`src/rtl/bram_pkg.sv`:
```
// Shared types and defaults for the block-RAM port controller.
// The response FIFO depth is always derived from the read latency.
package bram_pkg;

    localparam int DW_DEF  = 36;
    localparam int AW_DEF  = 12;
    localparam int LAT_DEF = 2;
    localparam int RD      = LAT_DEF + 2;

    typedef enum logic [0:0] {
        ST_RUN  = 1'b0,
        ST_INIT = 1'b1
    } state_e;

    // LAT+1 reads can be in flight at once, plus one slot of margin.
    function automatic int rsp_depth(input int lat);
        return lat + 2;
    endfunction

endpackage

```
`src/rtl/bram_rsp_fifo.sv`:
```
// First-word-fall-through response FIFO for returning BRAM read data.
// The head word is presented combinationally whenever the FIFO is not empty.
module bram_rsp_fifo #(
    parameter  int DW    = 36,
    parameter  int DEPTH = 4,
    localparam int CW    = $clog2(DEPTH + 1)
) (
    input  logic          clkA,
    input  logic          rstB,
    input  logic          push_i,
    input  logic [DW-1:0] push_data_i,
    input  logic          pop_i,
    output logic [DW-1:0] head_o,
    output logic          empty_o,
    output logic [CW-1:0] count_o
);

    localparam int PW = (DEPTH > 1) ? $clog2(DEPTH) : 1;

    logic [DW-1:0] mem_q [DEPTH];
    logic [PW-1:0] wr_ptr_q, wr_ptr_d;
    logic [PW-1:0] rd_ptr_q, rd_ptr_d;
    logic [CW-1:0] count_q, count_d;
    logic          do_pop;

    function automatic logic [PW-1:0] ptr_inc(input logic [PW-1:0] p);
        return (p == PW'(DEPTH - 1)) ? '0 : p + PW'(1);
    endfunction

    assign empty_o = (count_q == '0);
    assign count_o = count_q;
    assign do_pop  = pop_i && !empty_o;
    assign head_o  = empty_o ? '0 : mem_q[rd_ptr_q];

    // NOTE: every always_comb output is assigned on every path, so no latch can be inferred.
    always_comb begin
        wr_ptr_d = push_i ? ptr_inc(wr_ptr_q) : wr_ptr_q;
        rd_ptr_d = do_pop ? ptr_inc(rd_ptr_q) : rd_ptr_q;
        count_d  = count_q + CW'(push_i) - CW'(do_pop);
    end

    // NOTE: sequential state is written with <= so every flop samples pre-edge values.
    always_ff @(posedge clkA) begin
        if (rstB) begin
            wr_ptr_q <= '0;
            rd_ptr_q <= '0;
            count_q  <= '0;
        end else begin
            wr_ptr_q <= wr_ptr_d;
            rd_ptr_q <= rd_ptr_d;
            count_q  <= count_d;
        end
    end

    // NOTE: storage is not reset; empty masks stale words, keeping this plain RAM.
    always_ff @(posedge clkA) begin
        if (push_i) begin
            mem_q[wr_ptr_q] <= push_data_i;
        end
    end

endmodule

```
`src/rtl/bram_port_ctrl.sv`:
```
// Request-side controller for one port of a fixed-latency true-dual-port BRAM.
// Issues registered port cycles, tracks reads in flight and runs a constant fill.
module bram_port_ctrl
    import bram_pkg::*;
#(
    parameter int DW  = DW_DEF,
    parameter int AW  = AW_DEF,
    parameter int LAT = LAT_DEF
) (
    input  logic          clkA,
    input  logic          rstB,
    input  logic          req_valid,
    output logic          req_ready,
    input  logic          req_we,
    input  logic [AW-1:0] req_addr,
    input  logic [DW-1:0] req_wdata,
    output logic          rsp_valid,
    input  logic          rsp_ready,
    output logic [DW-1:0] rsp_rdata,
    input  logic          init_start,
    input  logic [DW-1:0] init_value,
    output logic          init_done,
    output logic          busy,
    output logic          bram_en,
    output logic          bram_we,
    output logic [AW-1:0] bram_addr,
    output logic [DW-1:0] bram_din,
    input  logic [DW-1:0] bram_dout
);

    localparam int RD_DEPTH = rsp_depth(LAT);
    localparam int CW       = $clog2(RD_DEPTH + 1);
    localparam int SW       = CW + 1;

    state_e        state_q, state_d;
    logic [AW-1:0] fill_cnt_q, fill_cnt_d;
    logic [DW-1:0] fill_val_q, fill_val_d;
    logic          fill_last_q, fill_last_d;
    logic          init_done_q;
    logic          bram_en_q, bram_en_d;
    logic          bram_we_q, bram_we_d;
    logic [AW-1:0] bram_addr_q, bram_addr_d;
    logic [DW-1:0] bram_din_q, bram_din_d;
    logic [LAT-1:0] rd_pipe_q, rd_pipe_d;

    logic          in_run;
    logic          rd_issue;
    logic          rd_credit;
    logic          accept;
    logic [CW-1:0] inflight;
    logic [CW-1:0] fifo_count;
    logic          fifo_empty;

    assign in_run   = (state_q == ST_RUN);
    assign rd_issue = bram_en_q && !bram_we_q;

    always_comb begin
        inflight = CW'(rd_issue);
        for (int i = 0; i < LAT; i++) begin
            inflight = inflight + CW'(rd_pipe_q[i]);
        end
    end

    // A pop in the same cycle is deliberately not credited back.
    assign rd_credit = (SW'(inflight) + SW'(fifo_count)) < SW'(RD_DEPTH);
    assign req_ready = !rstB && in_run && !init_start && (req_we || rd_credit);
    assign accept    = req_valid && req_ready;

    always_comb begin
        rd_pipe_d[0] = rd_issue;
        for (int i = 1; i < LAT; i++) begin
            rd_pipe_d[i] = rd_pipe_q[i-1];
        end
    end

    always_comb begin
        state_d     = state_q;
        fill_cnt_d  = fill_cnt_q;
        fill_val_d  = fill_val_q;
        fill_last_d = 1'b0;
        bram_en_d   = 1'b0;
        bram_we_d   = 1'b0;
        bram_addr_d = bram_addr_q;
        bram_din_d  = bram_din_q;
        case (state_q)
            ST_RUN: begin
                if (init_start) begin
                    state_d    = ST_INIT;
                    fill_cnt_d = '0;
                    fill_val_d = init_value;
                end else if (accept) begin
                    bram_en_d   = 1'b1;
                    bram_we_d   = req_we;
                    bram_addr_d = req_addr;
                    bram_din_d  = req_wdata;
                end
            end
            ST_INIT: begin
                bram_en_d   = 1'b1;
                bram_we_d   = 1'b1;
                bram_addr_d = fill_cnt_q;
                bram_din_d  = fill_val_q;
                if (fill_cnt_q == {AW{1'b1}}) begin
                    state_d     = ST_RUN;
                    fill_last_d = 1'b1;
                end else begin
                    fill_cnt_d = fill_cnt_q + AW'(1);
                end
            end
        endcase
    end

    always_ff @(posedge clkA) begin
        if (rstB) begin
            state_q     <= ST_RUN;
            fill_cnt_q  <= '0;
            fill_val_q  <= '0;
            fill_last_q <= 1'b0;
            init_done_q <= 1'b0;
            bram_en_q   <= 1'b0;
            bram_we_q   <= 1'b0;
            bram_addr_q <= '0;
            bram_din_q  <= '0;
            rd_pipe_q   <= '0;
        end else begin
            state_q     <= state_d;
            fill_cnt_q  <= fill_cnt_d;
            fill_val_q  <= fill_val_d;
            fill_last_q <= fill_last_d;
            init_done_q <= fill_last_q;
            bram_en_q   <= bram_en_d;
            bram_we_q   <= bram_we_d;
            bram_addr_q <= bram_addr_d;
            bram_din_q  <= bram_din_d;
            rd_pipe_q   <= rd_pipe_d;
        end
    end

    bram_rsp_fifo #(
        .DW    (DW),
        .DEPTH (RD_DEPTH)
    ) u_rsp_fifo (
        .clkA        (clkA),
        .rstB        (rstB),
        .push_i      (rd_pipe_q[LAT-1]),
        .push_data_i (bram_dout),
        .pop_i       (rsp_ready),
        .head_o      (rsp_rdata),
        .empty_o     (fifo_empty),
        .count_o     (fifo_count)
    );

    assign rsp_valid = !fifo_empty;
    assign busy      = !in_run || (inflight != '0) || !fifo_empty;
    assign init_done = init_done_q;
    assign bram_en   = bram_en_q;
    assign bram_we   = bram_we_q;
    assign bram_addr = bram_addr_q;
    assign bram_din  = bram_din_q;

endmodule

```
`config.mk`:
```
export PLATFORM = sky130hd
export DESIGN_NAME = bram_port_ctrl
export DESIGN_NICKNAME = d
export VERILOG_FILES = /design/src/rtl/bram_pkg.sv /design/src/rtl/bram_rsp_fifo.sv /design/src/rtl/bram_port_ctrl.sv
export SDC_FILE = /design/constraint.sdc
export NUM_CORES = 1
export LEC_CHECK = 0
export BUFFER_PORTS_ARGS = -buffer_cell sky130_fd_sc_hd__clkbuf_2
export CAP_MARGIN = 20
export CELL_PAD_IN_SITES_DETAIL_PLACEMENT = 0
export CELL_PAD_IN_SITES_GLOBAL_PLACEMENT = 1
export CORE_ASPECT_RATIO = 1.4
export CORE_MARGIN = 4
export CORE_UTILIZATION = 39
export DETAILED_ROUTE_END_ITERATION = 8
export PLACE_DENSITY_LB_ADDON = 0.1
export SYNTH_ARGS = -nofsm -noshare
export SYNTH_HDL_FRONTEND = slang
export SYNTH_SLANG_ARGS = --single-unit
```
`constraint.sdc`:
```
create_clock -name clkA -period 2.23 [get_ports clkA]
set_input_delay 0.3345 -clock clkA [delete_from_list [all_inputs] [get_ports clkA]]
set_output_delay 0.3345 -clock clkA [all_outputs]
set_load 0.02 [all_outputs]
```
; ---- After elaboration in Yosys (flattened, before gate mapping)
; Memory sizes are Yosys's and may differ from the RTL's. A register that Yosys moved wholly into a read port is not among the register bits.
; Cells that the tools add are included.
[word_totals]
inputBits = 126
n_memories = 1
ramBits = 144
latchBits = 0
elab_cells = 76
mem_bits_ro = 0
out_inout_bits = 90
register_bits = 110
[memory_table]
columns = memory, depth, width, rd, rd_clocked_by_memory_dff, write_ports, line
row1 = u_rsp_fifo.mem_q, 4, 36, 1, 1, 1, bram_rsp_fifo.sv:20  ; logic [DW-1:0] mem_q [DEPTH];
[op_classes]
n_mux = 26
reduce_logical = 19
n_eq_ne = 7
shifts = 0
mul = 0
add_sub_neg = 8
order_cmp = 1
div = 0
n_bitwise = 1
[op_table]
columns = op, n
row1 = 36-bit 2-to-1 mux, 3
row2 = 36-bit one-hot mux with 2 select lines, 1
row3 = 12-bit 2-to-1 mux, 4
row4 = 12-bit one-hot mux with 2 select lines, 2
row5 = "12-bit by 1-bit adder with 12-bit output, second input constant", 1
row6 = "12-bit == test, second input constant", 1
row7 = 1-bit 2-to-1 mux, 9
row8 = 2-bit 2-to-1 mux, 4
row9 = 1-bit logical AND, 6
row10 = "2-bit != test, second input constant", 3
row11 = 1-bit one-hot mux with 2 select lines, 3
row12 = 2-bit AND reduction, 3
row13 = "2-bit by 1-bit adder with 2-bit output, second input constant", 2
row14 = 3-bit by 3-bit adder with 4-bit output, 1
row15 = "2-bit == test, second input constant", 2
row16 = 1-bit zero test, 4
row17 = "4-bit by 3-bit < comparator with 1-bit output, second input constant", 1
row18 = 2-bit by 1-bit adder with 3-bit output, 1
row19 = 3-bit by 1-bit adder with 3-bit output, 1
row20 = 3-bit zero test, 1
row21 = 1-bit logical OR, 3
row22 = 3-bit nonzero test, 1
row23 = 3-bit by 1-bit subtractor with 3-bit output, 1
row24 = 1-bit by 1-bit adder with 2-bit output, 1
row25 = 3 further kinds, 3

; ---- Longest topological paths before layout
; Gate-level depths: netlist of run 1.
[depth]
word_depth = 12
depth_mapped = 11

; ---- Hierarchy
; A second synthesis of run 1 with hierarchy kept.
[unflattened]
hier_cells = 697
area_unflattened_um2 = 10044.6
[by_module_without_submodules]
columns = module, n_inst, area_per_inst_um2, seq_area_each_um2, cells_each
row1 = bram_rsp_fifo, 1, 5980.7, 4504.3, 275
row2 = bram_port_ctrl, 1, 4063.9, 2062.0, 422

; ---- Worst setup path before layout of run 1
; OpenSTA, ideal clock, no wires.
[synth_timing]
kind = reg-to-output
startpoint = register bram_en_q (netlist: bram_en)
endpoint = output port req_ready
required_ns = 1.896
arrival_time_ns = 2.344
n_path_buf = 0
path_stages_with_launch = 7
setup_slack_ns = -0.449
cell_sequence = dfxtp_1 -> nor2b_1 -> fa_1 -> ha_1 -> a311oi_1 -> nor2_1 -> nor4_1
[synth_between]
elab_chain_len = 7
[synth_lines]
columns = item, line
row1 = start: declaration, bram_port_ctrl.sv:40  ; logic bram_en_q, bram_en_d;
row2 = start signal: assignment, bram_port_ctrl.sv:131  ; bram_en_q <= bram_en_d;
row3 = 1-bit logical AND, bram_port_ctrl.sv:55  ; assign rd_issue = bram_en_q && !bram_we_q;
row4 = via rd_issue, bram_port_ctrl.sv:47  ; logic rd_issue;
row5 = 1-bit by 1-bit adder with 2-bit output, bram_port_ctrl.sv:60  ; inflight = inflight + CW'(rd_pipe_q[i]);
row6 = 2-bit by 1-bit adder with 3-bit output, bram_port_ctrl.sv:60
row7 = 3-bit by 3-bit adder with 4-bit output, bram_port_ctrl.sv:65  ; assign rd_credit = (SW'(inflight) + SW'(fifo_count)) < SW'(RD_DEPTH);
row8 = 4-bit by 3-bit < comparator with 1-bit output, bram_port_ctrl.sv:65
row9 = 1-bit logical OR, bram_port_ctrl.sv:66  ; assign req_ready = !rstB && in_run && !init_start && (req_we || rd_credit);
row10 = 1-bit logical AND, bram_port_ctrl.sv:66
row11 = end: declaration, bram_port_ctrl.sv:13  ; output logic req_ready,
; The timed path passes the listed nets, and every way through them passes these cells.

; ---- Worst setup path in the final report of run 1
; Ends and elaborated chain as after synthesis.

==> results of run 1 <==
==> registers in the layout, indices dropped and copies added (netlist names), 3 cells and up, named ones only <==
signal              flops
u_rsp_fifo.mem_q      144
fill_cnt_q             12
bram_din               36
bram_addr              12
u_rsp_fifo.count_o      3
fill_val_q             36
==> per-stage QoR <==
| stage | hold slack [ps] | util | setup WS, ps |
|---|---|---|---|
| final | 32.9 | 0.526 | -339 |
| after global routing | 12.1 | 0.526 | -458 |
| after CTS | 1.96 | 0.516 | -495 |
| after detailed placement | 439 | 0.465 | -54.7 |
| after global placement | 435 | 0.464 | 66.5 |
| after floorplan | 414 | - | 4.09 |
==> worst max-delay path: cells and delay by family, from the launching register on <==
kind / cells / cell delay, ps
adder cells (fa/ha/maj): 2 / 600
AND/OR/NAND/NOR: 3 / 340
flip-flops: 1 / 320
AO/OA/AOI/OAI: 1 / 260
buffers and inverters: 1 / 190
==> cells by family (layout without fill, tap and decap cells) <==
family | count (synthesis) | count (layout) | share of synthesized area
muxes | 37 | 37 | 0.0833
adders and majority gates | 11 | 11 | 0.0155
buffers and inverters | 58 | 318 | 0.0262
DFF | 256 | 256 | 0.666
and+or+nand+nor | 177 | 177 | 0.0890
AOI/OAI and AO/OA | 162 | 162 | 0.118
xor gates and xnor gates | 2 | 2 | 0.00178
==> power by group through the flow <==
stage	combinational, mW	sequential (mW)	clock (mW)
6_report	3.71	5.26	4.15
4_1_cts	3.23	5.27	4.28
3_3_place_gp	2.58	5.34	0
3_5_place_dp	2.64	5.35	0
5_1_grt	3.97	5.28	4.47
2_1_floorplan	1.61	5.40	0
==> layout by cell type (no fill, tap or decap), types with 7 or more instances in the layout <==
cell and instances:
nand3_1 13, mux4_2 36, buf_8 15, ha_1 7, dfxtp_1 107, buf_12 12, clkinv_1 8, clkbuf_2 180
buf_4 19, edfxtp_1 144, clkbuf_16 27, nor2_1 8, a21o_1 46, inv_1 11, nand2_1 77, buf_6 26
a21oi_1 50, a22o_1 47, clkbuf_1 7, and2_4 33
==> metal layers <==
metal,part of all wire,GRT usage,wire length (um),up-vias
met2,0.54,0.315,13000,191
met1,0.37,0.193,9090,3295
met3,0.074,0.0449,1790,33
li1,-,-,-,3115
met5,0,0,0,-
met4,0.017,0.0366,403,0
==> timing repair <==
action                     4_1_cts  5_1_grt
resized for setup               56      109
gates cloned                     7        0
pin swaps                       14        6
hold buffers                     0        0
hold endpoints to repair         0        0
setup buffers                    6        4
setup endpoints to repair       84       87
==> worst max path at each step <==
stage	slack [ps]	end	from
floorplan	4	bram_addr[10]	bram_en
global placement	70	bram_addr[6]	bram_en
detailed placement	-50	bram_din[22]	bram_en
CTS	-490	req_ready	bram_en
global route	-460	req_ready	bram_en
finish	-340	req_ready	bram_en
==> final cells by class <==
cell class	instances	area, um^2
Clock buffer	34	702
Clock inverter	14	110
Fill cell	2158	11700
Inverter	12	45.0
Multi-Input combinational cell	389	3210
Sequential cell	256	6580
Tap cell	315	394
Timing Repair Buffer	258	1980
==> results.sh, run 1 <==
export IMPL_status="finished with violations"
export IMPL_violations="setup timing"
export IMPL_dr_pass1_iters=6
export IMPL_syn_nets=840
export IMPL_drive_gt1_frac=0.406
export IMPL_p_leak_nw=5.34
export IMPL_path_clk_slew_ps=70
export IMPL_start_util=0.398
export IMPL_area_growth_pct=32.1
export IMPL_wl_per_cell_um=19.0
export IMPL_netlist_area_um2=9850
export IMPL_grt_pass1_vias=7227
export IMPL_p_int_mw=9.58
export IMPL_rrSetupSlack_ps=-240
export IMPL_cts_tree="built"
export IMPL_placed_cell_area_um2=11500
export IMPL_grt_ovfl_total=0
export IMPL_drt_total_wl_um=24300
export IMPL_worst_pin_slew_ps=566
export IMPL_skew_ps=12.1
export IMPL_max_slew_margin=0.622
export IMPL_yosys_area_top_type="edfxtp_1"
export IMPL_vias=6634
export IMPL_r2r_cells=9
export IMPL_fin_area_um2=13000
export IMPL_postRouteAntennaNets=0
export IMPL_htree_levels=1
export IMPL_period_minus_slack_ps=2570
export IMPL_worstReg2RegStart="bram_en"
export IMPL_synth_top_area_share=0.439
export IMPL_die_w_um=142
export IMPL_fin_crit_sh=1.15
export IMPL_dieArea_um2=27900
export IMPL_synth_most_common_cell="edfxtp_1"
export IMPL_synth_seq_cells=256
export IMPL_cts_root_buf="clkbuf_16"
export IMPL_antenna_found_initial=0
export IMPL_synth_avg_cell_area_um2=14.0
export IMPL_nets=1080
export IMPL_yosys_top_cells_area="edfxtp_1 (44%), dfxtp_1 (23%), mux4_2 (8.2%)"
export IMPL_yosys_most_used_dff="edfxtp_1"
export IMPL_report_power_total_mw=13.1
export IMPL_timing_rr_end="bram_din[30]"
export IMPL_max_freq_mhz=389
export IMPL_power_density_nw_per_um2=1010
export IMPL_clockBufferDepth=3
export IMPL_worstHoldPathCells=3
export IMPL_finalMaxSlewViolations=0
export IMPL_critPathRequiredTime_ps=1900
export IMPL_final_cells=1278
export IMPL_end_kind="output port"
export IMPL_path_cells="nor2b_4, fa_2, ha_4, a311oi_4, nor2_2, nor4_2, buf_4"
export IMPL_ir_drop_mv=0.607
export IMPL_synth_edf_count=144
export IMPL_fin_ws_ps=-339
export IMPL_place_congestion=0.822
export IMPL_cts_buffers=26
export IMPL_io_pins=216
export IMPL_dpl_hpwl_um=16000
export IMPL_setup_viol=80
export IMPL_start_kind="flop"
export IMPL_rsz0062_at_grt="true"
export IMPL_grt_pass1_wl_um=38000
export IMPL_remaining_drc_errors=0
export IMPL_async_reset_ff_frac=0
export IMPL_crit_slowest_cell="fa_2"
export IMPL_syn_instance_count=703
export IMPL_hold_path_endpoint="fill_val_q[25]"
export IMPL_cpPeakStageDelay_ps=360
export IMPL_num_rows=68
export IMPL_place_inst=1215
export IMPL_vias_per_cell=5.19
export IMPL_p_sw_frac=0.270
export IMPL_insertion_delay_ps=520
export IMPL_power_frac_seq=0.401
export IMPL_synth_cell_type_count=45
export IMPL_core_area_um2=24800
export IMPL_antenna_cells=0
export IMPL_synthTopCellsByCount="edfxtp_1 (144), dfxtp_1 (112), nand2_1 (78)"
export IMPL_synth_warnings=0
export IMPL_p_switching_mw=3.54
export IMPL_portBuffers=215
export IMPL_worstSetupPathType="reg -> out"
export IMPL_ys_seq_area_frac=0.666
export IMPL_cp_arrival_ps=2230
export IMPL_fin_setup_tns_ps=-12230
export IMPL_clockPowerShare=0.316
export IMPL_p_comb_frac=0.283
export IMPL_path_max_fanout=2
export IMPL_hp_start="init_value[25]"
export IMPL_hold_viol_final=0
export IMPL_hp_class="in -> reg"
export IMPL_grt_total_usage=0.169
export IMPL_clock_sink_count=256
export IMPL_grt_max_degree=50
export IMPL_maxCapViolCount=0
export IMPL_drt_iter0_drc=229
export IMPL_die_h_um=196
Note: power is estimated with default switching activity, not from simulation.
==> run 2: changes to the inputs <==
CTS_BUF_LIST = sky130_fd_sc_hd__clkbuf_16   (was default)
==> run 2 against run 1 <==
  * The run still ends with setup timing left
  * Non-clock buffer count stayed put
  * Via count hardly changed
  * Final cell count unchanged
  * Clock power is 1% lower
  * Sequential power about the same
  * Sequential share of layout area is the same
  * Flip-flop and latch count unchanged
  * Clock-buffer cell count shrank 7
  * Power is 0.27% lower
  * Maximum frequency grew 0.19%
  * Largest power group unchanged
==> results.sh, run 2 (synthesis gave the netlist of run 1 again) <==
export IMPL_cts_buffers=26
export IMPL_num_rows=68
export IMPL_worst_pin_slew_ps=567
export IMPL_area_growth_pct=32.1
export IMPL_final_common_cell="clkbuf_2"
export IMPL_skew_ps=9.51
export IMPL_wl_per_cell_um=19.0
export IMPL_setup_viol=80
export IMPL_grt_total_usage=0.169
export IMPL_start_util=0.398
export IMPL_drive_gt1_frac=0.406
export IMPL_place_congestion=0.822
export IMPL_die_h_um=196
export IMPL_drt_total_wl_um=24200
export IMPL_antenna_cells=0
export IMPL_antenna_found_initial=0
export IMPL_max_flop_register="u_rsp_fifo.mem_q"
export IMPL_nets=1080
export IMPL_maxCapViolCount=0
export IMPL_path_clk_slew_ps=60
export IMPL_max_slew_margin=0.622
export IMPL_cts_tree="built"
export IMPL_p_leak_nw=5.37
export IMPL_crit_slowest_cell="fa_2"
export IMPL_drt_iter0_drc=233
export IMPL_vias=6639
export IMPL_dieArea_um2=27900
export IMPL_fillers=2158
export IMPL_start_kind="flop"
export IMPL_cpPeakStageDelay_ps=360
export IMPL_post_route_util=0.526
export IMPL_grt_pass1_wl_um=38000
export IMPL_end_kind="output port"
export IMPL_rsz0062_at_grt="true"
export IMPL_insertion_delay_ps=520
export IMPL_clock_sink_count=256
export IMPL_ir_drop_mv=0.603
export IMPL_io_pins=216
export IMPL_max_freq_mhz=390
export IMPL_clockBufferDepth=3
export IMPL_postRouteAntennaNets=0
export IMPL_status="finished with violations"
export IMPL_path_cells="nor2b_4, fa_2, ha_4, a311oi_4, nor2_2, nor4_2, buf_4"
export IMPL_grt_pass1_vias=7230
export IMPL_die_w_um=142
export IMPL_grt_max_degree=50
export IMPL_grt_ovfl_total=0
export IMPL_period_minus_slack_ps=2560
export IMPL_dr_pass1_iters=6
export IMPL_portBuffers=215
export IMPL_path_max_fanout=2
export IMPL_hold_viol_final=0
export IMPL_violations="setup timing"
export IMPL_cp_arrival_ps=2230
export IMPL_remaining_drc_errors=0
export IMPL_vias_per_cell=5.19
export IMPL_finalMaxSlewViolations=0
export IMPL_report_power_total_mw=13.1
export IMPL_holdWs_ps=34.2
export IMPL_core_area_um2=24800
export IMPL_fin_setup_tns_ps=-12110
export IMPL_layout_common_cells="clkbuf_2 (180), edfxtp_1 (144), dfxtp_1 (107)"
export IMPL_htree_levels=1
export IMPL_power_density_nw_per_um2=1000
export IMPL_hp_class="in -> reg"
export IMPL_fin_crit_sh=1.15
export IMPL_worstSetupPathType="reg -> out"
export IMPL_critPathRequiredTime_ps=1900
export IMPL_fin_ws_ps=-334
export IMPL_cts_root_buf="clkbuf_16"
export IMPL_dpl_hpwl_um=16000
export IMPL_largest_reg_flops=144
[run 2: cell types whose count changed in the layout (fill, tap and decap cells not counted)]
cell,change
clkbuf_1,-7
inv_1,+7
[run 2: per-layer routing]
layer  track usage  routed length, um  share of wire  vias to the layer above
met5             0                  0              0                        -
li1              -                  -              -                     3114
met1         0.193               9090           0.37                     3305
met2         0.315              13000           0.54                      187
met3        0.0449               1770          0.073                       33
met4        0.0366                403          0.017                        0
[run 2: worst max-delay path, delay by kind of cell (launching register included)]
kind / cells / cell delay, ps
adders and majority gates: 2 / 600
and+or+nand+nor: 3 / 340
DFF: 1 / 320
AOI/OAI and AO/OA: 1 / 260
buffers and inverters: 1 / 190
[run 2: where the power goes]
part | total [mW] | switching (mW) | internal (mW)
registers | 5.26 | 0.112 | 5.15
logic | 3.71 | 1.71 | 2.00
clock network | 4.11 | 1.71 | 2.40
[run 2: cell type report]
class | instances | area (um^2) | area share
Tap cell | 315 | 394 | 0.0303
Inverter | 12 | 45.0 | 0.00346
Timing Repair Buffer | 258 | 1980 | 0.152
Multi-Input combinational cell | 389 | 3210 | 0.247
Clock buffer | 27 | 676 | 0.0519
Clock inverter | 21 | 136 | 0.0105
Sequential cell | 256 | 6580 | 0.505
[run 2: worst paths after layout]
check | start | end | slack, ps | cells past startpoint
worst max-delay path | bram_en | req_ready | -330 | 7
worst min-delay path | init_value[12] | fill_val_q[12] | 30 | 3
worst max register to register | bram_en | bram_din[23] | -240 | 9
worst min register to register | bram_din[25] | bram_din[25] | 450 | 1
[run 2: stage by stage]
| stage | std cells | area [um^2] | worst slack (ps) |
|---|---|---|---|
| finish | 1278 | 13000 | -334 |
| CTS | 1276 | 12800 | -495 |
| floorplan | 703 | 9930 | 4.09 |
| global placement | 1214 | 11500 | 66.5 |
| global route | 1278 | 13000 | -458 |
| detailed placement | 1215 | 11500 | -54.7 |
[run 2: what timing repair did]
item | CTS | global route
gates resized for setup | 56 | 109
cloned | 7 | 0
endpoints found under the hold margin | 0 | 0
pin swaps | 14 | 6
setup buffers | 6 | 4
setup endpoints to repair | 84 | 87
hold buffers | 0 | 0
